## config.mk

```make
export PLATFORM = sky130hd
export DESIGN_NAME = axis_frame_monitor
export DESIGN_NICKNAME = d
export VERILOG_FILES = /design/src/rtl/monitor_pkg.sv /design/src/rtl/axis_skid_buf.sv /design/src/rtl/axis_frame_monitor.sv
export SDC_FILE = /design/constraint.sdc
export NUM_CORES = 1
export LEC_CHECK = 0
export ABC_AREA = 0
export BUFFER_PORTS_ARGS = -buffer_cell sky130_fd_sc_hd__buf_2
export CAP_MARGIN = 20
export CORE_MARGIN = 8
export CORE_UTILIZATION = 40
export CTS_CLUSTER_SIZE = 20
export DETAILED_ROUTE_END_ITERATION = 10
export PLACE_DENSITY = 0.61
export RECOVER_POWER = 25
export SKIP_CTS_REPAIR_TIMING = 1
export SLEW_MARGIN = 40
export SYNTH_ARGS = -nofsm -noshare
export SYNTH_HDL_FRONTEND = slang
export SYNTH_SLANG_ARGS = --single-unit
```

## constraint.sdc

```tcl
create_clock -name clk -period 2.8 [get_ports clk]
set_clock_uncertainty 0.1 [all_clocks]
set_input_delay 0.7 -clock clk [delete_from_list [all_inputs] [get_ports clk]]
set_output_delay 0.7 -clock clk [all_outputs]
set_load 0.02 [all_outputs]
```

## src/rtl/monitor_pkg.sv

```systemverilog
// Shared definitions for the AXI-stream frame monitor: display source
// encodings and the display word-select width helper.
package monitor_pkg;

    typedef enum logic [2:0] {
        DISP_CAPTURE   = 3'd0,
        DISP_SNAPSHOT  = 3'd1,
        DISP_FRAME_CNT = 3'd2,
        DISP_BYTE_CNT  = 3'd3,
        DISP_ERR_CNT   = 3'd4,
        DISP_LAST_LEN  = 3'd5
    } disp_sel_e;

    // A single-word capture still gets a 1-bit selector.
    function automatic int word_sel_width(input int capture_bytes);
        return (capture_bytes / 4 > 1) ? $clog2(capture_bytes / 4) : 1;
    endfunction

endpackage

```

## src/rtl/axis_skid_buf.sv

```systemverilog
// Two-entry AXI-stream skid buffer: registered tready, one cycle from
// accept to m_tvalid, full throughput with back-pressure absorbed by a skid slot.
module axis_skid_buf #(
    parameter int DATA_WIDTH = 8
) (
    input  logic                  clk,
    input  logic                  rst_n,
    input  logic [DATA_WIDTH-1:0] s_tdata,
    input  logic                  s_tvalid,
    output logic                  s_tready,
    input  logic                  s_tlast,
    input  logic                  s_tuser,
    output logic [DATA_WIDTH-1:0] m_tdata,
    output logic                  m_tvalid,
    input  logic                  m_tready,
    output logic                  m_tlast,
    output logic                  m_tuser
);

    localparam int PW = DATA_WIDTH + 2;

    logic [PW-1:0] out_q;
    logic [PW-1:0] skid_q;
    logic          out_valid;
    logic          skid_valid;
    logic          ready_q;
    logic          accept;
    logic          out_free;

    assign accept   = s_tvalid && ready_q;
    assign out_free = !out_valid || m_tready;

    // ready_q always equals "skid slot empty next cycle", so an accept never
    // coincides with a full skid slot.
    always_ff @(posedge clk or negedge rst_n) begin
        if (!rst_n) begin
            out_q      <= '0;
            skid_q     <= '0;
            out_valid  <= 1'b0;
            skid_valid <= 1'b0;
            ready_q    <= 1'b0;
        end else if (out_free) begin
            if (skid_valid) begin
                out_q      <= skid_q;
                out_valid  <= 1'b1;
                skid_valid <= 1'b0;
            end else if (accept) begin
                out_q     <= {s_tlast, s_tuser, s_tdata};
                out_valid <= 1'b1;
            end else begin
                out_valid <= 1'b0;
            end
            ready_q <= 1'b1;
        end else begin
            if (accept) begin
                skid_q     <= {s_tlast, s_tuser, s_tdata};
                skid_valid <= 1'b1;
            end
            ready_q <= !(skid_valid || accept);
        end
    end

    assign s_tready = ready_q;
    assign m_tvalid = out_valid;
    assign m_tlast  = out_q[PW-1];
    assign m_tuser  = out_q[PW-2];
    assign m_tdata  = out_q[DATA_WIDTH-1:0];

endmodule

```

## src/rtl/axis_frame_monitor.sv

```systemverilog
// Pass-through AXI-stream monitor: keeps a trailing-byte capture, a snapshot
// of the last good frame's tail, and frame/byte/error/length statistics.
module axis_frame_monitor
    import monitor_pkg::*;
#(
    parameter int DATA_WIDTH    = 8,
    parameter int CAPTURE_BYTES = 4,
    parameter int COUNT_WIDTH   = 32
) (
    input  logic                                   clk,
    input  logic                                   rst_n,
    input  logic [DATA_WIDTH-1:0]                  s_axis_tdata,
    input  logic                                   s_axis_tvalid,
    output logic                                   s_axis_tready,
    input  logic                                   s_axis_tlast,
    input  logic                                   s_axis_tuser,
    output logic [DATA_WIDTH-1:0]                  m_axis_tdata,
    output logic                                   m_axis_tvalid,
    input  logic                                   m_axis_tready,
    output logic                                   m_axis_tlast,
    output logic                                   m_axis_tuser,
    input  logic                                   clr,
    input  logic [2:0]                             disp_sel,
    input  logic [word_sel_width(CAPTURE_BYTES)-1:0] disp_word,
    output logic [31:0]                            disp_data
);

    localparam int BPB    = DATA_WIDTH / 8;
    localparam int CAP_W  = CAPTURE_BYTES * 8;
    localparam int NWORDS = CAPTURE_BYTES / 4;
    localparam int WSW    = word_sel_width(CAPTURE_BYTES);
    localparam logic [COUNT_WIDTH-1:0] BPB_C = COUNT_WIDTH'(BPB);

    logic                   accept;
    logic [DATA_WIDTH-1:0]  beat_rev;
    logic [CAP_W-1:0]       capture;
    logic [CAP_W-1:0]       capture_shift;
    logic [CAP_W-1:0]       snapshot;
    logic [COUNT_WIDTH-1:0] frame_cnt;
    logic [COUNT_WIDTH-1:0] byte_cnt;
    logic [COUNT_WIDTH-1:0] err_cnt;
    logic [COUNT_WIDTH-1:0] last_len;
    logic [COUNT_WIDTH-1:0] run_len;
    logic [31:0]            cap_words  [2**WSW];
    logic [31:0]            snap_words [2**WSW];

    axis_skid_buf #(.DATA_WIDTH(DATA_WIDTH)) u_skid (
        .clk      (clk),
        .rst_n    (rst_n),
        .s_tdata  (s_axis_tdata),
        .s_tvalid (s_axis_tvalid),
        .s_tready (s_axis_tready),
        .s_tlast  (s_axis_tlast),
        .s_tuser  (s_axis_tuser),
        .m_tdata  (m_axis_tdata),
        .m_tvalid (m_axis_tvalid),
        .m_tready (m_axis_tready),
        .m_tlast  (m_axis_tlast),
        .m_tuser  (m_axis_tuser)
    );

    assign accept = s_axis_tvalid && s_axis_tready;

    // Lane 0 is the oldest byte, so it must end up highest in the capture.
    always_comb begin
        beat_rev = '0;
        for (int i = 0; i < BPB; i++) begin
            beat_rev[(BPB-1-i)*8 +: 8] = s_axis_tdata[i*8 +: 8];
        end
    end

    if (CAP_W > DATA_WIDTH) begin : g_shift
        assign capture_shift = {capture[CAP_W-DATA_WIDTH-1:0], beat_rev};
    end else begin : g_load
        assign capture_shift = beat_rev;
    end

    always_ff @(posedge clk or negedge rst_n) begin
        if (!rst_n) begin
            capture   <= '0;
            snapshot  <= '0;
            frame_cnt <= '0;
            byte_cnt  <= '0;
            err_cnt   <= '0;
            last_len  <= '0;
            run_len   <= '0;
        end else if (clr) begin
            capture   <= '0;
            snapshot  <= '0;
            frame_cnt <= '0;
            byte_cnt  <= '0;
            err_cnt   <= '0;
            last_len  <= '0;
            run_len   <= '0;
        end else if (accept) begin
            capture  <= capture_shift;
            byte_cnt <= byte_cnt + BPB_C;
            if (s_axis_tlast) begin
                run_len <= '0;
                if (s_axis_tuser) begin
                    err_cnt <= err_cnt + 1'b1;
                end else begin
                    snapshot  <= capture_shift;
                    frame_cnt <= frame_cnt + 1'b1;
                    last_len  <= run_len + BPB_C;
                end
            end else begin
                run_len <= run_len + BPB_C;
            end
        end
    end

    // Selector codes past the last real word alias word 0.
    for (genvar w = 0; w < 2**WSW; w++) begin : g_words
        if (w < NWORDS) begin : g_real
            assign cap_words[w]  = capture[w*32 +: 32];
            assign snap_words[w] = snapshot[w*32 +: 32];
        end else begin : g_alias
            assign cap_words[w]  = capture[31:0];
            assign snap_words[w] = snapshot[31:0];
        end
    end

    always_ff @(posedge clk or negedge rst_n) begin
        if (!rst_n) begin
            disp_data <= '0;
        end else begin
            case (disp_sel)
                DISP_CAPTURE:   disp_data <= cap_words[disp_word];
                DISP_SNAPSHOT:  disp_data <= snap_words[disp_word];
                DISP_FRAME_CNT: disp_data <= 32'(frame_cnt);
                DISP_BYTE_CNT:  disp_data <= 32'(byte_cnt);
                DISP_ERR_CNT:   disp_data <= 32'(err_cnt);
                DISP_LAST_LEN:  disp_data <= 32'(last_len);
                default:        disp_data <= 32'h0;
            endcase
        end
    end

endmodule
```

==> After elaboration in Yosys (flattened, before gate mapping) <==
Index checks and enable logic that the tools add are counted.
{ "word_totals": {"reg_bits": 279, "input_bits": 19, "out_inout_bits": 44} }
{ "op_classes": {"addsub": 4, "order_cmp": 1, "eq_ne": 6, "mux": 35, "bitwise": 2, "n_reduce_logical": 15} }
{ "ops": {"columns": ["cell", "count"], "rows": [
  ["32-bit two-way mux", 27],
  ["32-bit case mux with 6 select lines", 1],
  ["32-bit by 1-bit adder with 32-bit output (second input constant)", 4],
  ["10-bit two-way mux", 2],
  ["2-bit nonzero test", 5],
  ["3-bit by 2-bit == test with 1-bit output (second input constant)", 2],
  ["3-bit == test (second input constant)", 2],
  ["3-bit AND reduction", 2],
  ["1-bit two-way mux", 5],
  ["2-bit AND reduction", 2],
  ["3-bit by 1-bit == test with 1-bit output (second input constant)", 1],
  ["3-bit logical NOT", 1],
  ["2-bit >= comparator (second input constant)", 1],
  ["1-bit logical NOT", 2],
  ["1-bit logical OR", 2],
  ["2-bit by 1-bit inequality test with 1-bit output (second input constant)", 1],
  ["1-bit inverter with 2-bit output", 1],
  ["1-bit logical AND", 1],
  ["1-bit inverter", 1]
]} }

==> Longest topological paths before layout <==
Gate-level depths: netlist of the first run.
{ "logic_depth": {"depth_word": 5, "depth_mapped": 8} }

==> By module <==
A second synthesis of the first run with hierarchy kept.
{ "unflattened": {"hier_cells": 1342, "area_unflattened_um2": 13307.8} }
{ "modules_own_cells": {"columns": ["module", "instances", "cells_each", "area_per_inst_um2", "seq_area_each_um2"], "rows": [
  ["axis_frame_monitor", 1, 1280, 12320.6, 6406.1],
  ["axis_skid_buf", 1, 62, 987.2, 575.6]
]} }

==> Worst setup path after synthesis of the first run <==
Ideal clock, no wire load.
{ "synth_timing": {"path_type": "input -> register", "startpoint": "in s_axis_tlast", "endpoint": "reg err_cnt[31]", "t_arrival_ps": 2101, "setup_slack_ps": 521, "stages": 6, "path_buffers": 1, "path_cell_list": "buf_2 -> a41oi_1 -> nor4_4 -> nand3_4 -> or3_1 -> a21oi_1"} }
{ "synth_between": {"elab_chain_len": 2} }
{ "synth_lines": {"columns": ["element", "line", "source"], "rows": [
  ["start, declared", "axis_frame_monitor.sv:15", "input logic s_axis_tlast,"],
  ["2-bit nonzero test (no source line)", null, null],
  ["3-bit AND reduction (no source line)", null, null],
  ["end signal, assigned", "axis_frame_monitor.sv:101", "err_cnt <= err_cnt + 1'b1;"],
  ["end, declared", "axis_frame_monitor.sv:41", "logic [COUNT_WIDTH-1:0] err_cnt;"]
]} }
No other way between the ends.
A chain may end at the register's enable or synchronous reset.

==> Worst setup path after layout of the first run <==
{ "layout_timing": {"startpoint": "reg u_skid.ready_q, in the netlist u_skid.s_tready", "endpoint": "reg frame_cnt[29]"} }
{ "layout_between": {"elab_chain_len": 3} }
{ "layout_lines": {"columns": ["element", "line", "source"], "rows": [
  ["start, declared", "axis_skid_buf.sv:26", "logic ready_q;"],
  ["start signal, assigned", "axis_skid_buf.sv:59", "ready_q <= !(skid_valid || accept);"],
  ["1-bit logical AND", "axis_frame_monitor.sv:62", "assign accept = s_axis_tvalid && s_axis_tready;"],
  ["2-bit nonzero test (no source line)", null, null],
  ["3-bit AND reduction (no source line)", null, null],
  ["end signal, assigned", "axis_frame_monitor.sv:104", "frame_cnt <= frame_cnt + 1'b1;"],
  ["end, declared", "axis_frame_monitor.sv:39", "logic [COUNT_WIDTH-1:0] frame_cnt;"]
]} }
No other way between the ends.

==> results by group, run 1 <==
STA
  – Tcrit/Tclk final: 0.804
  – Slew headroom: 0.159
  – Crit path time final: between 2000 and 2500 ps
  – RSZ-0062 raised after global routing: false
  – Fmax achieved: 0.444 GHz
  – Setup Viol. Count Final: 0
  – Hold WS: 321 ps
  – Worst slew pin tran: roughly 1300 ps
  – Final slew viol count: 0
  – Setup TNS: 0 ps
  – Final hold violations: 0

Logic synthesis
  – Post-synth EDFFs: 0
  – Post-Synthesis Cells: between 1000 and 1500
  – Unique masters post-synth: 58
  – Yosys warns: 0
  – Synth async-reset ratio: 1.00
  – Sequential share of the synthesized area: 0.518
  – Synth Flop Type: dfrtp_1
  – Syn_area_per_cell: 9.52 sq um
  – Flops & latches, synth: ~280
  – Post-Syn Area: 13500 sq um
  – Syn Nets: around 1400

Setup path
  – Startpoint Class: register
  – Crit path cell chain: and4b_1, o211ai_1, or4_4, or3_1, a21oi_1
  – Crit path max fanout: 7
  – Critical Path AT: 2630 ps
  – Reg-to-reg setup timing slack: approximately 550 ps
  – Crit Path Category: register to register
  – Slowest stage cell, crit path: or4_4
  – Crit. End Element: register
  – Req. time, crit path: 3180 ps
  – Delay of the slowest cell on the worst path: 490 ps

Clocking
  – Clock Latency Late Sink: 550 ps
  – Clock Tree Buf Depth: 3
  – Root Buffer: clkbuf_16
  – CTS Buf Count: 31
  – CTS tree: yes
  – Clock Pin Slew Worst Setup and Hold Paths: 60 ps
  – Clock Sink Count: 279
  – Htree depth: 1

GRT
  – Pin count of the biggest net entering global routing: 97
  – Vias in the first global route: 10347
  – Gr usage total: 0.184
  – Total congestion overflow: 0
  – Antenna violations before repair: 0
  – First-pass GRT wire length: ~59000 um

Placed design
  – Placed cell count: roughly 1900
  – Post-DP HPWL: ~24000 um
  – Routability-driven placement congestion ratio: 0.875
  – IO buf count: 61

Die
  – Die width: 200 um
  – Chip Height: 200 um
  – Initial Util: 0.404
  – Rows: 67
  – Core area: 33400 sq um
  – I/O pins: 63
  – DIE AREA: 39800 sq um

Cells and area
  – Nets: about 1500
  – Diode count: 0
  – Fill cell count: 3223
  – Area occupied by multi-input gates: 6080 sq um
  – FF/Latch Area: 6980 sq um
  – Final Util: 0.462
  – P&R area growth vs syn: 14.4%
  – Finished Layout Cells: 1925
  – Share of layout cells above drive strength 1: 0.124

Power and ir drop
  – Power Density: just under 600 nW/um^2
  – Peak supply drop: 0.441 mV
  – Leakage power: 6.42 nW

Routing
  – DR pass1 iterations: 5
  – Routed wire length per instance: 18.8 um
  – Detail Route Antenna Nets: 0
  – WL met3: 2210 um
  – DR vias/cell: 5.55
  – Detailed-routed wire length on met2: approximately 16000 um
  – Vias: roughly 11000
  – Remaining DRCs: 0
  – Initial DRC count: ~1000
  – Top Layer Used: met4
  – WL met1: about 17000 um
  – Total Wirelength: 36300 um

Worst hold path
  – Type of the most critical hold path: input port to register

Outcome
  – Status: complete, no violations

Job
  – MaxCap Viol Count: 0
[cells in the final DEF (no fill, tap or decap), types with 3 or more instances in the layout]
cell type,n
a211oi_1,28
a211oi_2,3
a21oi_1,103
a22oi_1,96
a31oi_1,13
and2_1,4
and3_1,19
and4_1,10
buf_12,8
buf_2,58
buf_4,25
bufinv_16,3
clkbuf_1,5
clkbuf_16,31
clkbuf_8,8
clkinv_2,7
dfrtp_1,279
ha_1,4
inv_1,19
mux2_2,11
mux2i_1,11
nand2_1,207
nand2b_1,4
nand3_1,73
nand4_1,38
nand4_2,4
nor2_1,140
nor3_1,21
nor3_2,3
nor4_1,18
nor4_4,4
o21ai_0,29
o21ai_1,10
o31ai_1,7
or3_1,25
xnor2_1,59
xor2_1,48
[flip-flops by register name, summed over array words and instances (netlist names), 32 cells and up]
register,count
byte_cnt,32
capture,32
disp_data,32
err_cnt,32
frame_cnt,32
last_len,32
run_len,32
snapshot,32
[where the power goes]
group / leakage (nW) / internal (W) / total (W) / switching, W
Clock: 0.513 / 0.00249 / 0.00410 / 0.00161
Sequential: 3.82 / 0.00418 / 0.00428 / 0.000105
Combinational: 2.09 / 0.000215 / 0.000694 / 0.000479
[kinds of logic (layout without fill, tap and decap cells)]
| logic type | after synthesis | after routing | synth area share |
|---|---|---|---|
| XOR/XNOR | 107 | 107 | 0.0695 |
| flip-flops | 279 | 279 | 0.518 |
| buffers and inverters | 109 | 170 | 0.0320 |
| AND/OR/NAND/NOR | 596 | 596 | 0.218 |
| adder cells (fa/ha/maj) | 4 | 4 | 0.00371 |
| AO/OA/AOI/OAI | 299 | 299 | 0.141 |
| multiplexers | 22 | 22 | 0.0174 |
[layer usage]
| metal | global-route usage | vias to the layer above |
|---|---|---|
| met5 | 0 | - |
| met4 | 0.0621 | 0 |
| met3 | 0.0313 | 66 |
| met2 | 0.282 | 249 |
| met1 | 0.261 | 5263 |
| li1 | - | 5113 |
[synth_stat cells, types with 6 or more instances]
cell type,number,area [sq um]
dfrtp_1,279,6980
nand2_1,207,777
nor2_1,140,526
a21oi_1,103,515
a22oi_1,96,721
nand3_1,73,365
clkbuf_1,67,251
xnor2_1,59,517
xor2_1,48,420
nand4_1,38,238
o21ai_0,29,145
a211oi_1,28,210
or3_1,25,156
nor3_1,23,115
and3_1,19,119
inv_1,19,71.3
nor4_1,18,113
a31oi_1,13,81.3
buf_2,12,60.1
mux2_2,11,124
mux2i_1,11,110
and4_1,10,87.6
buf_1,10,37.5
o21ai_1,10,50.1
o31ai_1,7,52.6
and2_1,6,37.5
[final timing paths]
| check | from | to | cells past startpoint |
|---|---|---|---|
| worst max-delay path | u_skid.s_tready | frame_cnt[29] | 5 |
| worst min-delay path | s_axis_tdata[4] | capture[4] | 3 |
| worst max register to register | u_skid.s_tready | frame_cnt[29] | 5 |
| worst min register to register | u_skid.skid_q[0] | u_skid.skid_q[0] | 1 |
| max in group asynchronous | rst_n | u_skid.skid_q[0] | 3 |
| min in group asynchronous | rst_n | err_cnt[7] | 2 |
[critical path: cells and delay by family (launching register included)]
family           cells  cell delay, ps
flip-flops           1             450
AND/OR/NAND/NOR      3            1250
AO/OA/AOI/OAI        2             370
[through the flow]
step / setup slack (ps) / total power (W) / instance area [sq um]
final: 549 / 0.00908 / 15400
after global routing: 376 / 0.00941 / 15400
after CTS: 631 / 0.00919 / 15400
after detailed placement: 256 / 0.00506 / 14400
after global placement: 247 / 0.00505 / 14400
after floorplan: 521 / 0.00472 / 13500
[cell type report]
type,instances,area share
sequential,279,0.453
multi-input combinational,1028,0.395
clock buffer,42,0.0582
timing repair buffer,98,0.0446
tap,448,0.0364
clock inverter,11,0.00860
inverter,19,0.00463
Note: power is estimated with default switching activity, not from simulation.
==> run 2, diff against run 1 <==
--- a/config.mk
+++ b/config.mk
@@ -5,7 +5,7 @@
 export SDC_FILE = /design/constraint.sdc
 export NUM_CORES = 1
 export LEC_CHECK = 0
-export ABC_AREA = 0
+export ABC_AREA = 1
 export BUFFER_PORTS_ARGS = -buffer_cell sky130_fd_sc_hd__buf_2
 export CAP_MARGIN = 20
 export CORE_MARGIN = 8
==> constraint.sdc (replaced) <==
create_clock -name clk -period 2.2 [get_ports clk]
set_clock_uncertainty 0.1 [all_clocks]
set_input_delay 0.55 -clock clk [delete_from_list [all_inputs] [get_ports clk]]
set_output_delay 0.55 -clock clk [all_outputs]
set_load 0.02 [all_outputs]
==> run 2 against run 1 <==
Synthesized area rose by 8.1%. Worst hold slack worse by 180 ps. Clock-buffer cell count increased by 3. Combinational power rose by 61%. Synthesized cell count increased by 41%. Sequential share of layout area down 3.6 points.
==> results by group, run 2 <==
Outcome
  – Status: complete, no violations

Worst hold path
  – Min-Delay Endpoint: u_skid.s_tready
  – Hold Startpoint: m_axis_tready
  – Type of the most critical hold path: input port to register
  – Worst hold path depth: 3

GRT
  – Pin count of the biggest net entering global routing: 62
  – Total congestion overflow: 0
  – First-pass GRT wire length: between 70000 and 80000 um
  – Antenna violations before repair: 0
  – Gr usage total: 0.212
  – Vias in the first global route: 12579

Placed design
  – Placed cell count: 2507
  – Routability-driven placement congestion ratio: 0.909
  – Placed inst area: 15700 sq um
  – IO buf count: 61
  – Post-DP HPWL: 32600 um

Routing
  – Initial DRC count: 1317
  – DR pass1 iterations: 5
  – Vias: 13299
  – Detail Route Antenna Nets: 0
  – Routed wire length per instance: ~17 um
  – Total Wirelength: 44600 um
  – DR vias/cell: 5.19
  – Remaining DRCs: 0

Job
  – MaxCap Viol Count: 0

Die
  – Initial Util: 0.402
  – DIE AREA: 42800 sq um
  – Chip Height: a little over 200 um
  – Core area: 36300 sq um
  – Rows: 70
  – Die width: 207 um
  – I/O pins: 63

Cells and area
  – Nets: 2096
  – Most common cell after layout, fill and taps aside: nand2_1
  – Share of layout cells above drive strength 1: 0.0979
  – P&R area growth vs syn: 15.0%
  – Diode count: 0
  – Finished Layout Cells: 2563
  – Final instance area: 16700 sq um
  – Most frequent cells in the layout: 629 x nand2_1, 303 x nor2_1, 279 x dfrtp_1
  – Fill cell count: 3600

Logic synthesis
  – Yosys warns: 0
  – Syn Nets: 2017
  – Unique masters post-synth: 37
  – Cell with the most instances after synthesis: nand2_1
  – Cell taking the most area after synthesis: dfrtp_1
  – Synth async-reset ratio: 1.00
  – Synth Flop Type: dfrtp_1
  – Syn_area_per_cell: 7.31 sq um
  – Post-Synth Adder-Cell Area: 0.00343
  – Post-synth EDFFs: 0
  – Mux contribution to synthesized area: 0
  – Post-Synth XOR/XNOR Area: 0.00902
  – Post-synth top area share: 0.479
  – Sequential share of the synthesized area: 0.479
  – Compound-gate portion of the synthesized area: 0.0992
  – Post-Syn Area: 14600 sq um
  – Top cells by area, synth: dfrtp_1 48%, nand2_1 16%, nor2_1 7.8%
  – Post-Synth Simple-Gate Area: 0.332
  – Top cells by count, synth: 629 x nand2_1, 304 x nor2_1, 279 x dfrtp_1, 205 x inv_1, 153 x nand3_1
  – Main combinational cell family by area after synthesis: simple AND/OR/NAND/NOR gates
  – Flops & latches, synth: 279
  – Post-Synthesis Cells: 1994

Power and ir drop
  – Leakage power: 7.81 nW
  – Comb pwr share: 0.094
  – Sw frac: 0.256
  – Power Internal: 0.00884 W
  – Clock power frac: 0.446
  – Power Total: approximately 0.012 W
  – Sequential power share: 0.460
  – Peak supply drop: 0.538 mV
  – P_sw: about 0.0030 W
  – Power Density: slightly above 700 nW/um^2

Clocking
  – Root Buffer: clkbuf_16
  – CTS tree: yes
  – Clock Sink Count: approximately 280
  – CTS Buf Count: 31
  – Clock Latency Late Sink: 570 ps
  – Htree depth: 1
  – Clock Tree Buf Depth: 3
  – Clock Pin Slew Worst Setup and Hold Paths: 60 ps

STA
  – Crit path time final: ~2000 ps
  – RSZ-0062 raised after global routing: false
  – Setup Viol. Count Final: 0
  – Final slew viol count: 0
  – Tcrit/Tclk final: 0.909
  – Slew headroom: 0.451
  – Final hold violations: 0
  – Worst slew pin tran: between 800 and 900 ps
  – Setup TNS: 0 ps
  – Fmax achieved: 0.500 GHz

Setup path
  – Crit Path Category: register to register
  – Delay of the slowest cell on the worst path: 430 ps
  – Crit path cell chain: nand2_1, nor2_1, nand3_1, nor2_1, nand2_1, nand2_1, nand2_1, nor2_1
  – Startpoint Class: register
  – Crit. End Element: register
  – Register-to-Register Path Depth: 8
  – Req. time, crit path: 2590 ps
  – Reg-to-reg setup timing slack: 200 ps
  – R2r endpoint: byte_cnt[15]
  – Slowest stage cell, crit path: dfrtp_1
  – Crit path max fanout: 5
  – Critical Path AT: around 2400 ps
  – Worst r2r src: byte_cnt[2]
  – CP dominant cell by count: nand2_1
[run 2: changes by cell type after synthesis, sizes merged, moves of 26 or more]
cell,delta
a211oi,-31
a21oi,-28
a22oi,-66
clkbuf,-44
inv,+189
nand2,+432
nand3,+77
nand4,-26
nor2,+189
o21ai,+60
o22ai,+30
xnor2,-58
xor2,-34
[run 2: logic make-up after synthesis]
| family | after synthesis |
|---|---|
| AO/OA/AOI/OAI | 257 |
| XOR/XNOR | 15 |
| adder cells (fa/ha/maj) | 4 |
| buffers and inverters | 275 |
| flip-flops | 279 |
| AND/OR/NAND/NOR | 1164 |
[run 2: metal layers]
metal / global-route usage / vias to the layer above / share of wire
li1: - / 6509 / -
met1: 0.308 / 6217 / 0.47
met2: 0.322 / 489 / 0.43
met3: 0.0276 / 84 / 0.072
met4: 0.0743 / 0 / 0.036
met5: 0 / - / 0
[run 2: area by class of cell]
| cell class | instances | area, sq um | area share |
|---|---|---|---|
| Clock buffer | 45 | 898 | 0.0536 |
| Clock inverter | 10 | 129 | 0.00769 |
| Inverter | 208 | 782 | 0.0467 |
| Multi-Input combinational cell | 1440 | 6490 | 0.387 |
| Sequential cell | 279 | 6980 | 0.417 |
| Tap cell | 468 | 586 | 0.0350 |
| Timing Repair Buffer | 113 | 887 | 0.0530 |
[run 2: critical path: cells and delay by family (launching register included)]
kind / cells / cell delay [ps]
DFF: 1 / 430
and+or+nand+nor: 8 / 1400
[run 2: how the worst max path moves through the flow]
stage               depth (start not counted)    startpoint  slack (ps)            end
finish                                      8   byte_cnt[2]         200   byte_cnt[15]
global route                               10   byte_cnt[1]          40   byte_cnt[18]
CTS                                         8    run_len[1]         260   last_len[12]
detailed placement                          9           clr          -3    err_cnt[18]
global placement                            9           clr          30    err_cnt[17]
floorplan                                   9  s_axis_tuser         560  frame_cnt[18]
[run 2: power groups by stage]
stage | registers, W | clock network (W) | logic [W]
after CTS | 0.00547 | 0.00541 | 0.00114
final | 0.00547 | 0.00530 | 0.00112
after global placement | 0.00555 | 0 | 0.00112
after global routing | 0.00550 | 0.00561 | 0.00123
after floorplan | 0.00563 | 0 | 0.000525
after detailed placement | 0.00556 | 0 | 0.00113
[run 2: metrics by stage]
step                hold slack (ps)  setup WS (ps)  utilization
floorplan                       154            564            -
global placement                329           32.7        0.434
detailed placement              326          -2.55        0.434
CTS                            -272            261        0.462
global route                    148           44.2        0.462
finish                          143            201        0.462
==> run 3, diff against run 2 <==
--- a/config.mk
+++ b/config.mk
@@ -5,13 +5,13 @@
 export SDC_FILE = /design/constraint.sdc
 export NUM_CORES = 1
 export LEC_CHECK = 0
-export ABC_AREA = 1
 export BUFFER_PORTS_ARGS = -buffer_cell sky130_fd_sc_hd__buf_2
 export CAP_MARGIN = 20
 export CORE_MARGIN = 8
 export CORE_UTILIZATION = 40
 export CTS_CLUSTER_SIZE = 20
 export DETAILED_ROUTE_END_ITERATION = 10
+export GPL_TIMING_DRIVEN = 0
 export PLACE_DENSITY = 0.61
 export RECOVER_POWER = 25
 export SKIP_CTS_REPAIR_TIMING = 1
==> constraint.sdc (replaced) <==
create_clock -name clk -period 2.1 [get_ports clk]
set_clock_uncertainty 0.1 [all_clocks]
set_input_delay 0.525 -clock clk [delete_from_list [all_inputs] [get_ports clk]]
set_output_delay 0.525 -clock clk [all_outputs]
set_load 0.02 [all_outputs]
==> run 3 against run 2 <==
The run now ends with negative setup slack left. Cell count fell by 21%. Global-route usage rose by 0.31 points. Clock-buffer cell count rose by 1. Via count fell by 13%. Wire length fell by 3.4%. Register-to-register slack got worse by 330 ps. Critical endpoint is now frame_cnt[29]. Largest cell class unchanged. Highest routed layer unchanged.
==> results by group, run 3 (same netlist as run 1, synthesis figures left out) <==
Setup path
  – Register-to-Register Path Depth: 5
  – R2r endpoint: frame_cnt[29]
  – Crit path max fanout: 7
  – Worst r2r src: u_skid.s_tready
  – Critical Path AT: 2550 ps
  – Req. time, crit path: approximately 2400 ps
  – Crit. End Element: register
  – Startpoint Class: register
  – Critical path origin: u_skid.s_tready
  – Crit Path Category: register to register
  – Reg-to-reg setup timing slack: -120 ps

Clocking
  – CTS tree: yes
  – Clock Sink Count: 279
  – Htree depth: 2
  – Clock Latency Late Sink: 510 ps
  – Clock Pin Slew Worst Setup and Hold Paths: 60 ps
  – CTS Buf Count: 34
  – Root Buffer: clkbuf_16
  – Clock Tree Buf Depth: 3

Power and ir drop
  – Power Density: ~770 nW/um^2
  – Leakage power: 6.72 nW
  – Peak supply drop: 0.532 mV

STA
  – Slew headroom: 0.481
  – Worst slew pin tran: 778 ps
  – RSZ-0062 raised after global routing: true
  – Tcrit/Tclk final: 1.06
  – Final hold violations: 0
  – Setup WS post-layout: -125 ps
  – Crit path time final: 2220 ps
  – Final slew viol count: 0
  – Fmax achieved: 0.449 GHz
  – Setup Viol. Count Final: 1

Die
  – Core area: 33400 sq um
  – I/O pins: 63
  – Die width: between 150 and 200 um
  – Initial Util: 0.404
  – Chip Height: between 150 and 200 um
  – Rows: 67
  – DIE AREA: ~40000 sq um

Cells and area
  – Most frequent cells in the layout: 268 x dfrtp_1, 206 x nand2_1, 138 x nor2_1
  – Fill cell count: 3179
  – Nets: 1582
  – Finished Layout Cells: 2028
  – Final Util: 0.485
  – Area occupied by multi-input gates: about 6300 sq um
  – Share of layout cells above drive strength 1: 0.161
  – FF/Latch Area: 7000 sq um
  – P&R area growth vs syn: 20.0%
  – Most common cell after layout, fill and taps aside: dfrtp_1

Placed design
  – Placed cell count: 1928
  – Routability-driven placement congestion ratio: ~0.96
  – IO buf count: 60
  – Post-DP HPWL: 30900 um

GRT
  – Gr usage total: 0.215
  – First-pass GRT wire length: 66300 um
  – Total congestion overflow: 0
  – Pin count of the biggest net entering global routing: 74
  – Antenna violations before repair: 1
  – Vias in the first global route: around 11000

Worst hold path
  – Min-Delay Endpoint: snapshot[3]
  – Hold Startpoint: s_axis_tdata[3]
  – Worst hold path depth: 3
  – Type of the most critical hold path: input port to register

Routing
  – Initial DRC count: 1068
  – Total Wirelength: between 40000 and 50000 um
  – Routed wire length per instance: about 21 um
  – Detail Route Antenna Nets: 0
  – Vias: 11611
  – DR pass1 iterations: 5
  – DR vias/cell: 5.73
  – Remaining DRCs: 0

Outcome
  – Status: finished, violations left
  – Failing checks: negative setup slack

Job
  – MaxCap Viol Count: 0
-- run 3: critical path: stages, from the launching register on --
cell and delay, ps:
dfrtp_2 440, and4b_1 290, o211ai_1 290, or4_4 540
or3_1 340, a21oi_2 150
-- run 3: routing by layer --
| layer | up-vias | part of all wire | global-route usage | routed length [um] |
|---|---|---|---|---|
| li1 | 5308 | - | - | - |
| met1 | 5807 | 0.43 | 0.293 | 18600 |
| met2 | 422 | 0.47 | 0.348 | 20300 |
| met3 | 74 | 0.069 | 0.0372 | 2990 |
| met4 | 0 | 0.027 | 0.0649 | 1180 |
| met5 | - | 0 | 0 | 0 |
-- run 3: cell type report --
type,count,share of cell area
Tap cell,448,0.0347
Antenna cell,1,0.000155
Sequential cell,279,0.433
Clock inverter,10,0.00828
Inverter,19,0.00441
Timing Repair Buffer,107,0.0473
Buffer,90,0.0269
Multi-Input combinational cell,1028,0.387
Clock buffer,46,0.0586
-- run 3: through the flow --
step | worst slack, ps | power (W) | hold WS (ps) | TNS [ps] | area, sq um
finish | -125 | 0.0125 | 191 | -125 | 16200
global route | -168 | 0.0129 | 195 | -358 | 16200
CTS | -859 | 0.0126 | -299 | -37990 | 15600
detailed placement | -1010 | 0.00680 | 240 | -100460 | 14500
global placement | -4910 | 0.00676 | 391 | -1467400 | 14300
floorplan | 6.30 | 0.00630 | 129 | 0 | 13500
-- run 3: worst max-delay path by stage --
stage / endpoint / slack (ps) / depth (start not counted)
2_1_floorplan: err_cnt[31] / 6 / 6
3_3_place_gp: run_len[23] / -4910 / 1
3_5_place_dp: run_len[19] / -1010 / 8
4_1_cts: run_len[19] / -860 / 7
5_1_grt: frame_cnt[29] / -170 / 5
6_report: frame_cnt[29] / -120 / 5
-- run 3: power by group --
part	internal (W)	switching (W)
clock	0.00352	0.00226
combinational	0.000312	0.000723
sequential	0.00557	0.000141
total	0.00940	0.00313
